==> src/rtl/button_events.sv <==
// button_events: turns the clean button level into PRESS / RELEASE / LONG /
// REPEAT events and queues them in a small show-ahead FIFO with a
// valid/ready drain port and a sticky overflow flag.
module button_events #(
    parameter int ACTIVE_LOW    = 0,
    parameter int CNT_W         = 24,
    parameter int LONG_CYCLES   = 1000000,
    parameter int REPEAT_CYCLES = 250000,
    parameter int DEPTH         = 4
) (
    input  logic       i_clk,
    input  logic       i_rst,
    input  logic       i_sig,
    input  logic       i_evt_ready,
    input  logic       i_ovf_clr,
    output logic       o_evt_valid,
    output logic [1:0] o_evt_code,
    output logic       o_level,
    output logic       o_overflow
);

    localparam int AW = $clog2(DEPTH);

    // Counter compare values are "threshold minus one" because the counter
    // is cleared on the edge that starts each interval.
    localparam logic [CNT_W-1:0] LONG_LAST   = CNT_W'(LONG_CYCLES - 1);
    localparam logic [CNT_W-1:0] REPEAT_LAST =
        CNT_W'((REPEAT_CYCLES == 0) ? 0 : REPEAT_CYCLES - 1);
    localparam logic REPEAT_EN  = (REPEAT_CYCLES != 0);
    localparam logic INVERT_SIG = (ACTIVE_LOW != 0);

    localparam logic [1:0] EVT_PRESS   = 2'b00;
    localparam logic [1:0] EVT_RELEASE = 2'b01;
    localparam logic [1:0] EVT_LONG    = 2'b10;
    localparam logic [1:0] EVT_REPEAT  = 2'b11;

    typedef enum logic [1:0] {
        ST_IDLE    = 2'd0,
        ST_PRESSED = 2'd1,
        ST_HELD    = 2'd2
    } state_t;

    state_t           state_reg, state_next;
    logic [CNT_W-1:0] cnt_reg, cnt_next;
    logic             prev_reg;
    logic             overflow_reg;
    logic [AW:0]      wr_ptr_reg, rd_ptr_reg;
    logic [1:0]       mem_reg [DEPTH];

    logic       level;
    logic       rise;
    logic       fall;
    logic       push;
    logic [1:0] push_code;
    logic       fifo_empty;
    logic       fifo_full;
    logic       pop;
    logic       do_push;
    logic       drop;

    assign level = i_sig ^ INVERT_SIG;
    assign rise  = level & ~prev_reg;
    assign fall  = ~level & prev_reg;

    // Edge detector history; also serves as the registered level output.
    always_ff @(posedge i_clk or posedge i_rst) begin
        if (i_rst) begin
            prev_reg <= 1'b0;
        end else begin
            prev_reg <= level;
        end
    end

    // FSM state and hold counter registers.
    always_ff @(posedge i_clk or posedge i_rst) begin
        if (i_rst) begin
            state_reg <= ST_IDLE;
            cnt_reg   <= '0;
        end else begin
            state_reg <= state_next;
            cnt_reg   <= cnt_next;
        end
    end

    // Next-state and event generation; a fall always beats a threshold hit.
    always_comb begin
        state_next = state_reg;
        cnt_next   = cnt_reg;
        push       = 1'b0;
        push_code  = EVT_PRESS;
        case (state_reg)
            ST_IDLE: begin
                if (rise) begin
                    push       = 1'b1;
                    push_code  = EVT_PRESS;
                    cnt_next   = '0;
                    state_next = ST_PRESSED;
                end
            end
            ST_PRESSED: begin
                if (fall) begin
                    push       = 1'b1;
                    push_code  = EVT_RELEASE;
                    state_next = ST_IDLE;
                end else if (cnt_reg == LONG_LAST) begin
                    push       = 1'b1;
                    push_code  = EVT_LONG;
                    cnt_next   = '0;
                    state_next = ST_HELD;
                end else begin
                    cnt_next = cnt_reg + CNT_W'(1);
                end
            end
            ST_HELD: begin
                if (fall) begin
                    push       = 1'b1;
                    push_code  = EVT_RELEASE;
                    state_next = ST_IDLE;
                end else if (REPEAT_EN && (cnt_reg == REPEAT_LAST)) begin
                    push      = 1'b1;
                    push_code = EVT_REPEAT;
                    cnt_next  = '0;
                end else if (REPEAT_EN) begin
                    cnt_next = cnt_reg + CNT_W'(1);
                end
            end
            default: begin
                state_next = ST_IDLE;
                cnt_next   = '0;
            end
        endcase
    end

    // FIFO status: extra pointer bit distinguishes full from empty.
    assign fifo_empty = (wr_ptr_reg == rd_ptr_reg);
    assign fifo_full  = (wr_ptr_reg[AW] != rd_ptr_reg[AW]) &&
                        (wr_ptr_reg[AW-1:0] == rd_ptr_reg[AW-1:0]);
    assign pop        = ~fifo_empty & i_evt_ready;
    // A pop on the same edge frees the slot, so a push into a full FIFO
    // still lands when the head is being consumed.
    assign do_push    = push & (~fifo_full | pop);
    assign drop       = push & fifo_full & ~pop;

    // FIFO pointers.
    always_ff @(posedge i_clk or posedge i_rst) begin
        if (i_rst) begin
            wr_ptr_reg <= '0;
            rd_ptr_reg <= '0;
        end else begin
            if (do_push) begin
                wr_ptr_reg <= wr_ptr_reg + 1'b1;
            end
            if (pop) begin
                rd_ptr_reg <= rd_ptr_reg + 1'b1;
            end
        end
    end

    // Event storage; contents need no reset because reads are gated by empty.
    always_ff @(posedge i_clk) begin
        if (do_push) begin
            mem_reg[wr_ptr_reg[AW-1:0]] <= push_code;
        end
    end

    // Sticky overflow; a drop on the same edge as a clear wins.
    always_ff @(posedge i_clk or posedge i_rst) begin
        if (i_rst) begin
            overflow_reg <= 1'b0;
        end else if (drop) begin
            overflow_reg <= 1'b1;
        end else if (i_ovf_clr) begin
            overflow_reg <= 1'b0;
        end
    end

    assign o_evt_valid = ~fifo_empty;
    assign o_evt_code  = fifo_empty ? 2'b00 : mem_reg[rd_ptr_reg[AW-1:0]];
    assign o_level     = prev_reg;
    assign o_overflow  = overflow_reg;

endmodule

==> config.mk <==
export PLATFORM = sky130hd
export DESIGN_NAME = button_events
export DESIGN_NICKNAME = d
export VERILOG_FILES = /design/src/rtl/button_events.sv
export SDC_FILE = /design/constraint.sdc
export NUM_CORES = 1
export LEC_CHECK = 0
export CORE_ASPECT_RATIO = 0.9
export CORE_MARGIN = 10
export CORE_UTILIZATION = 35
export CTS_CLUSTER_DIAMETER = 120
export CTS_CLUSTER_SIZE = 14
export DETAILED_ROUTE_END_ITERATION = 10
export SLEW_MARGIN = 20
export SYNTH_ARGS = -nofsm -noshare
export SYNTH_HDL_FRONTEND = slang
export SYNTH_SLANG_ARGS = --single-unit
==> constraint.sdc <==
create_clock -name i_clk -period 4.2 [get_ports i_clk]
set_input_delay 0.84 -clock i_clk [delete_from_list [all_inputs] [get_ports i_clk]]
set_output_delay 0.84 -clock i_clk [all_outputs]
set_load 0.01 [all_outputs]
-- Yosys cells after proc, flatten, opt, wreduce, memory -nomap -nowiden
Memories as Yosys holds them, arrays and structs flattened.
Index checks and enable logic that the tools add are counted.
Widths: inputs -> output; s select.
- register bits: 34
- memories: 1
- RAM bits: 8
- bits of input ports: 5
- output and inout bits: 5
- logic and storage cells: 66
- reduce and logical (&&, ||, !) cells: 5
- bitwise operators: 12
- mux-type cells: 27
- equality and inequality tests: 12
- add/sub/neg operators: 3
- memory list (memory ; words ; width ; read ports ; clocked after Yosys merged registers in ; write ports ; line ; RTL):
    mem_reg ; 4 ; 2 ; 1 ; 0 ; 1 ; 48 ; logic [1:0] mem_reg [DEPTH];
- operator list (cell ; number):
    $mux 24 ; 5
    $pmux 24 s3 ; 1
    $add 24x1->24 const B ; 1
    $eq 24x18->1 const B ; 1
    $eq 24x20->1 const B ; 1
    $mux 2 ; 9
    $mux 1 ; 9
    $ne 2x2->1 const B ; 4
    $add 3x1->3 const B ; 2
    $and 1x1->1 ; 6
    $pmux 2 s3 ; 1
    $reduce_and 3->1 ; 2
    $not 1->1 ; 5
    $pmux 2 s2 ; 1
    $eq 3x3->1 ; 1
    $ne 3x3->1 const B ; 1
    $pmux 1 s3 ; 1
    $eq 2x1->1 const B ; 1
    $eq 2x2->1 ; 1
    $eq 2x2->1 const B ; 1
    $logic_not 2->1 ; 1
    $reduce_bool 2->1 ; 1
    $logic_and 1x1->1 ; 1
    $ne 1x1->1 ; 1
    $or 1x1->1 ; 1

-- Longest topological paths before layout
Gate-level depths: netlist of the first run.
- depth after elaboration: 7
- depth in mapped cells: 8
- depth with buffers taken out: 7

-- Least setup slack after synthesis of the first run
Ideal clock, no wire load.
- path type: in2reg
- from: input port i_sig
- to: register cnt_reg[20]
- slack: 1.939 ns
- arrival: 2.184 ns
- setup time: 0.078 ns
- required time: 4.122 ns
- cell stages on the path: 6
- path buffers: 1
- cells stage by stage: nor2b_1 clkbuf_1 a221oi_4 nand3_1 or4_1 a21oi_1
- longest elaborated chain between the ends: 4
- elaborated cells on any way between the ends: 7
- those cells by class: eq/ne (3); bitwise (3); reduce/logical (1)
- ends and longest elaborated chain (what ; line ; RTL):
    from (decl) ; 13 ; input logic i_sig,
    $not 1->1 ; 63 ; assign fall = ~level & prev_reg;
    $and 1x1->1 ; 63 ;
    $ne 2x2->1 (no line) ; - ;
    $reduce_and 3->1 (no line) * ; - ;
    to (signal assigned) ; 81 ; cnt_reg <= cnt_next;
    to (decl) ; 44 ; logic [CNT_W-1:0] cnt_reg, cnt_next;
Every way passes the cells marked *; elsewhere a longest branch is shown, timed or not.
A chain may end at the register's enable or synchronous reset.

-- Worst setup path after layout of the first run
- from: register rd_ptr_reg[0]
- to: output port o_evt_code[0]
- longest elaborated chain between the ends: 2
- elaborated cells on any way between the ends: 3
- those cells by class: eq/ne (1); mux (1); memory (1)
- ends and longest elaborated chain (what ; line ; RTL):
    from (decl) ; 47 ; logic [AW:0] wr_ptr_reg, rd_ptr_reg;
    from (signal assigned) ; 154 ; rd_ptr_reg <= rd_ptr_reg + 1'b1;
    $mem_v2 4x2 / $eq 3x3->1 (equally long branches) ; - ;
    $mux 2 * ; 178 ; assign o_evt_code = fifo_empty ? 2'b00 : mem_reg[rd_ptr_reg[AW-1:0]];
    to (decl) ; 17 ; output logic [1:0] o_evt_code,
Marked as above.

==> flow_summary.json, run 1 <==
{
  "grt-ovfl-total": 0,
  "ys_async_sr_fraction": 0.8095,
  "cellPowerDensity_mw_per_mm2": 459.4,
  "dr.max_layer_used": "met4",
  "floorplan.initialDensity": 0.3560,
  "maxCapViolations": 0,
  "syn_inst": 252,
  "stdcell_area_mm2": 0.002744,
  "synth_area_per_cell_um2": 9.841,
  "place_area_mm2": 0.002663,
  "first_pass_iters": 4,
  "end_kind": "primary output",
  "cts_buffers": 5,
  "final.period_utilization": 0.6645,
  "setup_viol": 0,
  "yosysSeqAreaShare": 0.4400,
  "cts.sinks": 42,
  "post_cts_buffers": 0,
  "clkPwrFrac": 0.202,
  "largest_register_ffs": 24,
  "max-vdd-ir-drop_uv": 152.7,
  "cts_resized": 0,
  "hold_path_class": "reg2reg",
  "critPathMaxStageDelay_ns": 0.53,
  "fillers": 708,
  "grt_pass1_wl_um": 8659,
  "dominantRegCellSynth": "dfrtp_1",
  "final_antenna_net_count": 0,
  "hold_viol_final": 0,
  "die_area_mm2": 0.01086,
  "seqCellArea_mm2": 0.001091,
  "io_buffers": 9,
  "yosysTopAreaCell": "dfrtp_1",
  "holdWs_ns": 0.4978,
  "diodes": 0,
  "yosysUniqueCellTypes": 52,
  "finClkSkew_ns": 0.005849,
  "final_cells": 357,
  "ctsHoldBuffers": 0,
  "die_x_um": 108.7,
  "h-tree-depth": 2,
  "fin_crit_ns": 2.791,
  "vias": 1897,
  "dp_cells": 349,
  "final_nets": 278,
  "drive_gt1_frac": 0.08712,
  "crit_chain": "mux4_2 -> and2_1 -> clkdlybuf4s50_1",
  "cts_tree": "done",
  "ys_seq_elements": 42,
  "worstSetupStartpointType": "register",
  "cts-root-buf": "clkbuf_8",
  "hpwl_um": 3613,
  "clock_latency_ns": 0.30,
  "synth.most_common_cell": "dfrtp_1",
  "p_leak_nw": 1.077,
  "maxSlewViolCount": 0,
  "met2_wirelength_um": 2182,
  "wl_per_cell_um": 14.09,
  "slew_headroom": 0.3931,
  "dpl_worst_slack_ns": 1.193,
  "crit_type": "reg2out",
  "rsz0062_at_grt": "no",
  "cp_max_fo": 5,
  "path_clk_slew_ns": 0.08,
  "crit_required_ns": 3.36,
  "pwr-share-comb": 0.374,
  "core-area_mm2": 0.006967,
  "rows": 29,
  "switching_share": 0.3669,
  "p_int_uw": 798.1,
  "drt_iter0_drc": 84,
  "route.layer.met1.wl_um": 2540,
  "max_freq_mhz": 358.3,
  "pwr-share-seq": 0.423,
  "clock_tree.buffer_depth": 2,
  "grt_pass1_vias": 1805,
  "ys_top_cells_by_area": "dfrtp_1 (34%), edfxtp_1 (9.7%), ha_1 (5.0%), xor2_1 (4.2%), nand2_1 (4.1%)",
  "slowest_stage": "mux4_2",
  "status": "complete, no violations",
  "netlist_area_mm2": 0.002480,
  "fin_ws_ns": 1.409,
  "cp.arrival_ns": 1.95,
  "tns_ns": 0,
  "drt_wl_total_um": 5030,
  "yosysTopAreaCellShare": 0.3431,
  "antenna_found_initial": 0,
  "syn_to_final_growth_pct": 10.65,
  "viasPerCell": 5.314,
  "p_switching_uw": 462.5,
  "fp.dieH_um": 99.86,
  "multi_input_area_mm2": 0.001305,
  "total_power_mw": 1.261,
  "wl_met3_um": 255,
  "post-route-util": 0.3939,
  "drc": 0,
  "io_pins": 10,
  "yosysWarnings": 0,
  "gp_congestion": 0.7988,
  "grt_max_degree": 35,
  "synth_common_cells": "dfrtp_1 (34), nand2_1 (27), nor2_1 (17)",
  "synth_fp_nets": 267,
  "synth_edf_count": 8,
  "grtUsageTotal": 0.09769,
  "worst_pin_slew_ns": 0.9103
}
==> cell families after synthesis <==
logic type,synth area share
xor gates and xnor gates,0.06004
DFF,0.4400
adders and majority gates,0.05045
buffers and inverters,0.03380
AOI/OAI and AO/OA,0.1236
and+or+nand+nor,0.2513
muxes,0.04086
==> worst max-delay path, delay by kind of cell, from the launching register on <==
kind / cells / cell delay (ns)
and+or+nand+nor: 1 / 0.17
muxes: 1 / 0.53
buffers and inverters: 1 / 0.47
DFF: 1 / 0.49
==> power by group through the flow <==
| stage | combinational, mW | clock, mW | sequential [mW] |
|---|---|---|---|
| floorplan | 0.367 | 0 | 0.528 |
| global placement | 0.477 | 0 | 0.542 |
| detailed placement | 0.482 | 0 | 0.543 |
| CTS | 0.481 | 0.260 | 0.536 |
| global route | 0.532 | 0.282 | 0.545 |
| finish | 0.472 | 0.255 | 0.534 |
==> final cells by class <==
| cell class | instances | share of cell area |
|---|---|---|
| clock buffers | 6 | 0.02645 |
| clock inverters | 2 | 0.003192 |
| inverters | 14 | 0.01915 |
| multi-input cells | 190 | 0.4756 |
| flip-flops and latches | 42 | 0.3976 |
| well taps | 93 | 0.04241 |
| repair buffers | 10 | 0.03557 |
==> layout by cell type, fill, tap and decap left out, drive strengths merged, types with 2 or more instances in the layout <==
master / count
clkdlybuf4s50: 9
or2: 3
nor3: 12
and3: 5
xnor2: 5
nand2b: 3
a21oi: 9
clkbuf: 6
ha: 10
edfxtp: 8
a22o: 2
o211ai: 5
nor4: 7
mux2i: 3
nor2b: 2
nand2: 27
dfrtp: 34
clkinv: 2
xor2: 12
inv: 14
nand3: 9
nor2: 18
or3: 2
and2: 6
a22oi: 2
o21ai: 15
mux4: 2
mux2: 2
nand4: 13
==> worst paths after layout <==
kind                            slack [ns]  depth (start not counted)       endpoint     startpoint
worst min-delay path                  0.50                          1  rd_ptr_reg[2]  rd_ptr_reg[2]
min in group asynchronous             0.93                          3    cnt_reg[17]          i_rst
worst max register to register        1.70                          7    cnt_reg[20]   state_reg[0]
worst min register to register        0.50                          1  rd_ptr_reg[2]  rd_ptr_reg[2]
worst max-delay path                  1.41                          3  o_evt_code[0]  rd_ptr_reg[0]
max in group asynchronous             2.94                          3  rd_ptr_reg[2]          i_rst
==> routing by layer <==
metal / track usage / vias up
met2: 0.1442 / 35
met5: 0 / -
met1: 0.1348 / 923
met3: 0.02691 / 7
li1: - / 932
met4: 0.03141 / 0
No activity file was read; power rests on OpenSTA's default activity.
==> run 2, diff against run 1 <==
==> constraint.sdc (replaced) <==
create_clock -name i_clk -period 2.31 [get_ports i_clk]
set_input_delay 0.462 -clock i_clk [delete_from_list [all_inputs] [get_ports i_clk]]
set_output_delay 0.462 -clock i_clk [all_outputs]
set_load 0.01 [all_outputs]
==> run 2 against run 1 <==
Cell count grew 7.3%. Die area is the same. Core utilization grew 3.5 points. Clock skew grew 0.0061 ns. Global-route usage grew 1.2 points. Non-clock buffer count grew 26. Register-to-register slack lost 1.6 ns. Critical path type is now reg2reg. Critical endpoint is now mem_reg[3][1]. Highest routed layer unchanged.
==> flow_summary.json, run 2 (synthesized netlist as in run 1, its figures left out) <==
{
  "crit_type": "reg2reg",
  "final_cell_mix": "dfrtp_1 (33), nand2_1 (27), buf_4 (24), nor2_1 (17), o21ai_0 (15)",
  "slowest_stage": "or4b_1",
  "floorplan.initialDensity": 0.3560,
  "status": "complete, no violations",
  "final.period_utilization": 0.9459,
  "diodes": 0,
  "grt_pass1_vias": 1931,
  "wl_per_cell_um": 14.46,
  "core-area_mm2": 0.006967,
  "crit_required_ns": 2.33,
  "place_area_mm2": 0.002868,
  "maxSlewViolCount": 0,
  "cts_tree": "done",
  "drt_wl_total_um": 5538,
  "path_clk_slew_ns": 0.09,
  "fp.dieH_um": 99.86,
  "hold_viol_final": 0,
  "die_area_mm2": 0.01086,
  "h-tree-depth": 2,
  "grt_max_degree": 35,
  "maxCapViolations": 0,
  "final_antenna_net_count": 0,
  "crit_chain": "or4b_1 -> nor4_2 -> o211ai_2 -> a2111o_1 -> inv_1",
  "layout_commonest_cell": "dfrtp_1",
  "end_kind": "register",
  "tns_ns": 0,
  "critPathMaxStageDelay_ns": 0.55,
  "fin_ws_ns": 0.1250,
  "cp_top_family": "simple AND/OR/NAND/NOR gates",
  "ctsHoldBuffers": 0,
  "vias": 1981,
  "rsz0062_at_grt": "no",
  "critPathBufInv": 1,
  "cts.sinks": 42,
  "gp_congestion": 0.8193,
  "finClkSkew_ns": 0.01198,
  "clock_latency_ns": 0.30,
  "dpl_worst_slack_ns": 0.001990,
  "worst_pin_slew_ns": 0.4703,
  "slew_headroom": 0.6841,
  "grt_pass1_wl_um": 9701,
  "drt_iter0_drc": 82,
  "die_x_um": 108.7,
  "post-route-util": 0.4292,
  "max_freq_mhz": 457.7,
  "cellPowerDensity_mw_per_mm2": 833.4,
  "rows": 29,
  "worstSetupStartpointType": "register",
  "p_leak_nw": 1.224,
  "clock_tree.buffer_depth": 2,
  "grtUsageTotal": 0.1099,
  "hpwl_um": 4046,
  "syn_to_final_growth_pct": 20.59,
  "drc": 0,
  "viasPerCell": 5.172,
  "setup_viol": 0,
  "cp.arrival_ns": 2.21,
  "final_nets": 304,
  "hold_path_class": "reg2reg",
  "io_pins": 10,
  "io_buffers": 9,
  "max-vdd-ir-drop_uv": 232.3,
  "largest_register_ffs": 24,
  "cp_max_fo": 3,
  "cts-root-buf": "clkbuf_8",
  "antenna_found_initial": 0,
  "r2r_slack_ns": 0.12,
  "first_pass_iters": 6,
  "cts_buffers": 5,
  "drive_gt1_frac": 0.1862,
  "fin_crit_ns": 2.185,
  "grt-ovfl-total": 0,
  "stdcell_area_mm2": 0.002990
}
==> run 2: cell count changes in the layout (fill, tap and decap cells not counted), sizes merged <==
cell           change
buf               +26
clkbuf             -1
clkdlybuf4s15      +1
clkdlybuf4s50      -3
clkinv             -1
clkinvlp           +1
dlygate4sd2        +1
dlymetal6s2s       +1
inv                +1
==> run 2: report_power, final <==
part	switching, mW	internal [mW]	total [mW]
Clock	0.291	0.219	0.509
Combinational	0.523	0.492	1.02
Sequential	0.105	0.862	0.967
Total	0.919	1.57	2.49
==> run 2: layout make-up <==
type,instances,area (µm²)
flip-flops and latches,42,1092
repair buffers,36,322.8
fillers,682,3976
multi-input cells,190,1313
well taps,93,116.4
clock buffers,5,68.82
clock inverters,3,25.02
inverters,14,52.55
==> run 2: final timing paths <==
check | from | end | cells past startpoint
max in group asynchronous | i_rst | rd_ptr_reg[0] | 3
min in group asynchronous | i_rst | cnt_reg[11] | 3
worst min register to register | wr_ptr_reg[2] | wr_ptr_reg[2] | 1
worst max register to register | cnt_reg[18] | mem_reg[3][1] | 5
worst min-delay path | wr_ptr_reg[2] | wr_ptr_reg[2] | 1
worst max-delay path | cnt_reg[18] | mem_reg[3][1] | 5
==> run 2: worst reg2reg max path: cells and delay by family, from the launching register on <==
family | cells | cell delay (ns)
buffers and inverters | 1 | 0.11
AND/OR/NAND/NOR | 2 | 0.82
AO/OA/AOI/OAI | 2 | 0.58
flip-flops | 1 | 0.40
==> run 2: what timing repair did <==
| item | 4_1_cts | 5_1_grt |
|---|---|---|
| resized for setup | 3 | 5 |
| setup buffers | 1 | 1 |
| endpoints found under the setup margin | 2 | 12 |
==> run 2: per-layer routing <==
metal | track usage | share of wire | vias up | routed length [µm]
li1 | - | - | 988 | -
met4 | 0.02432 | 0.0034 | 0 | 19
met1 | 0.1511 | 0.49 | 958 | 2724
met5 | 0 | 0 | - | 0
met2 | 0.1660 | 0.47 | 33 | 2577
met3 | 0.03267 | 0.039 | 2 | 217
==> run 2: per-stage QoR <==
step                cells  total power [mW]  hold slack (ns)
floorplan             252             1.627           0.4655
finish                383             2.492           0.4942
global placement      373             1.980           0.4858
global route          383             2.691           0.5336
CTS                   382             2.519           0.5010
detailed placement    373             2.009           0.4824
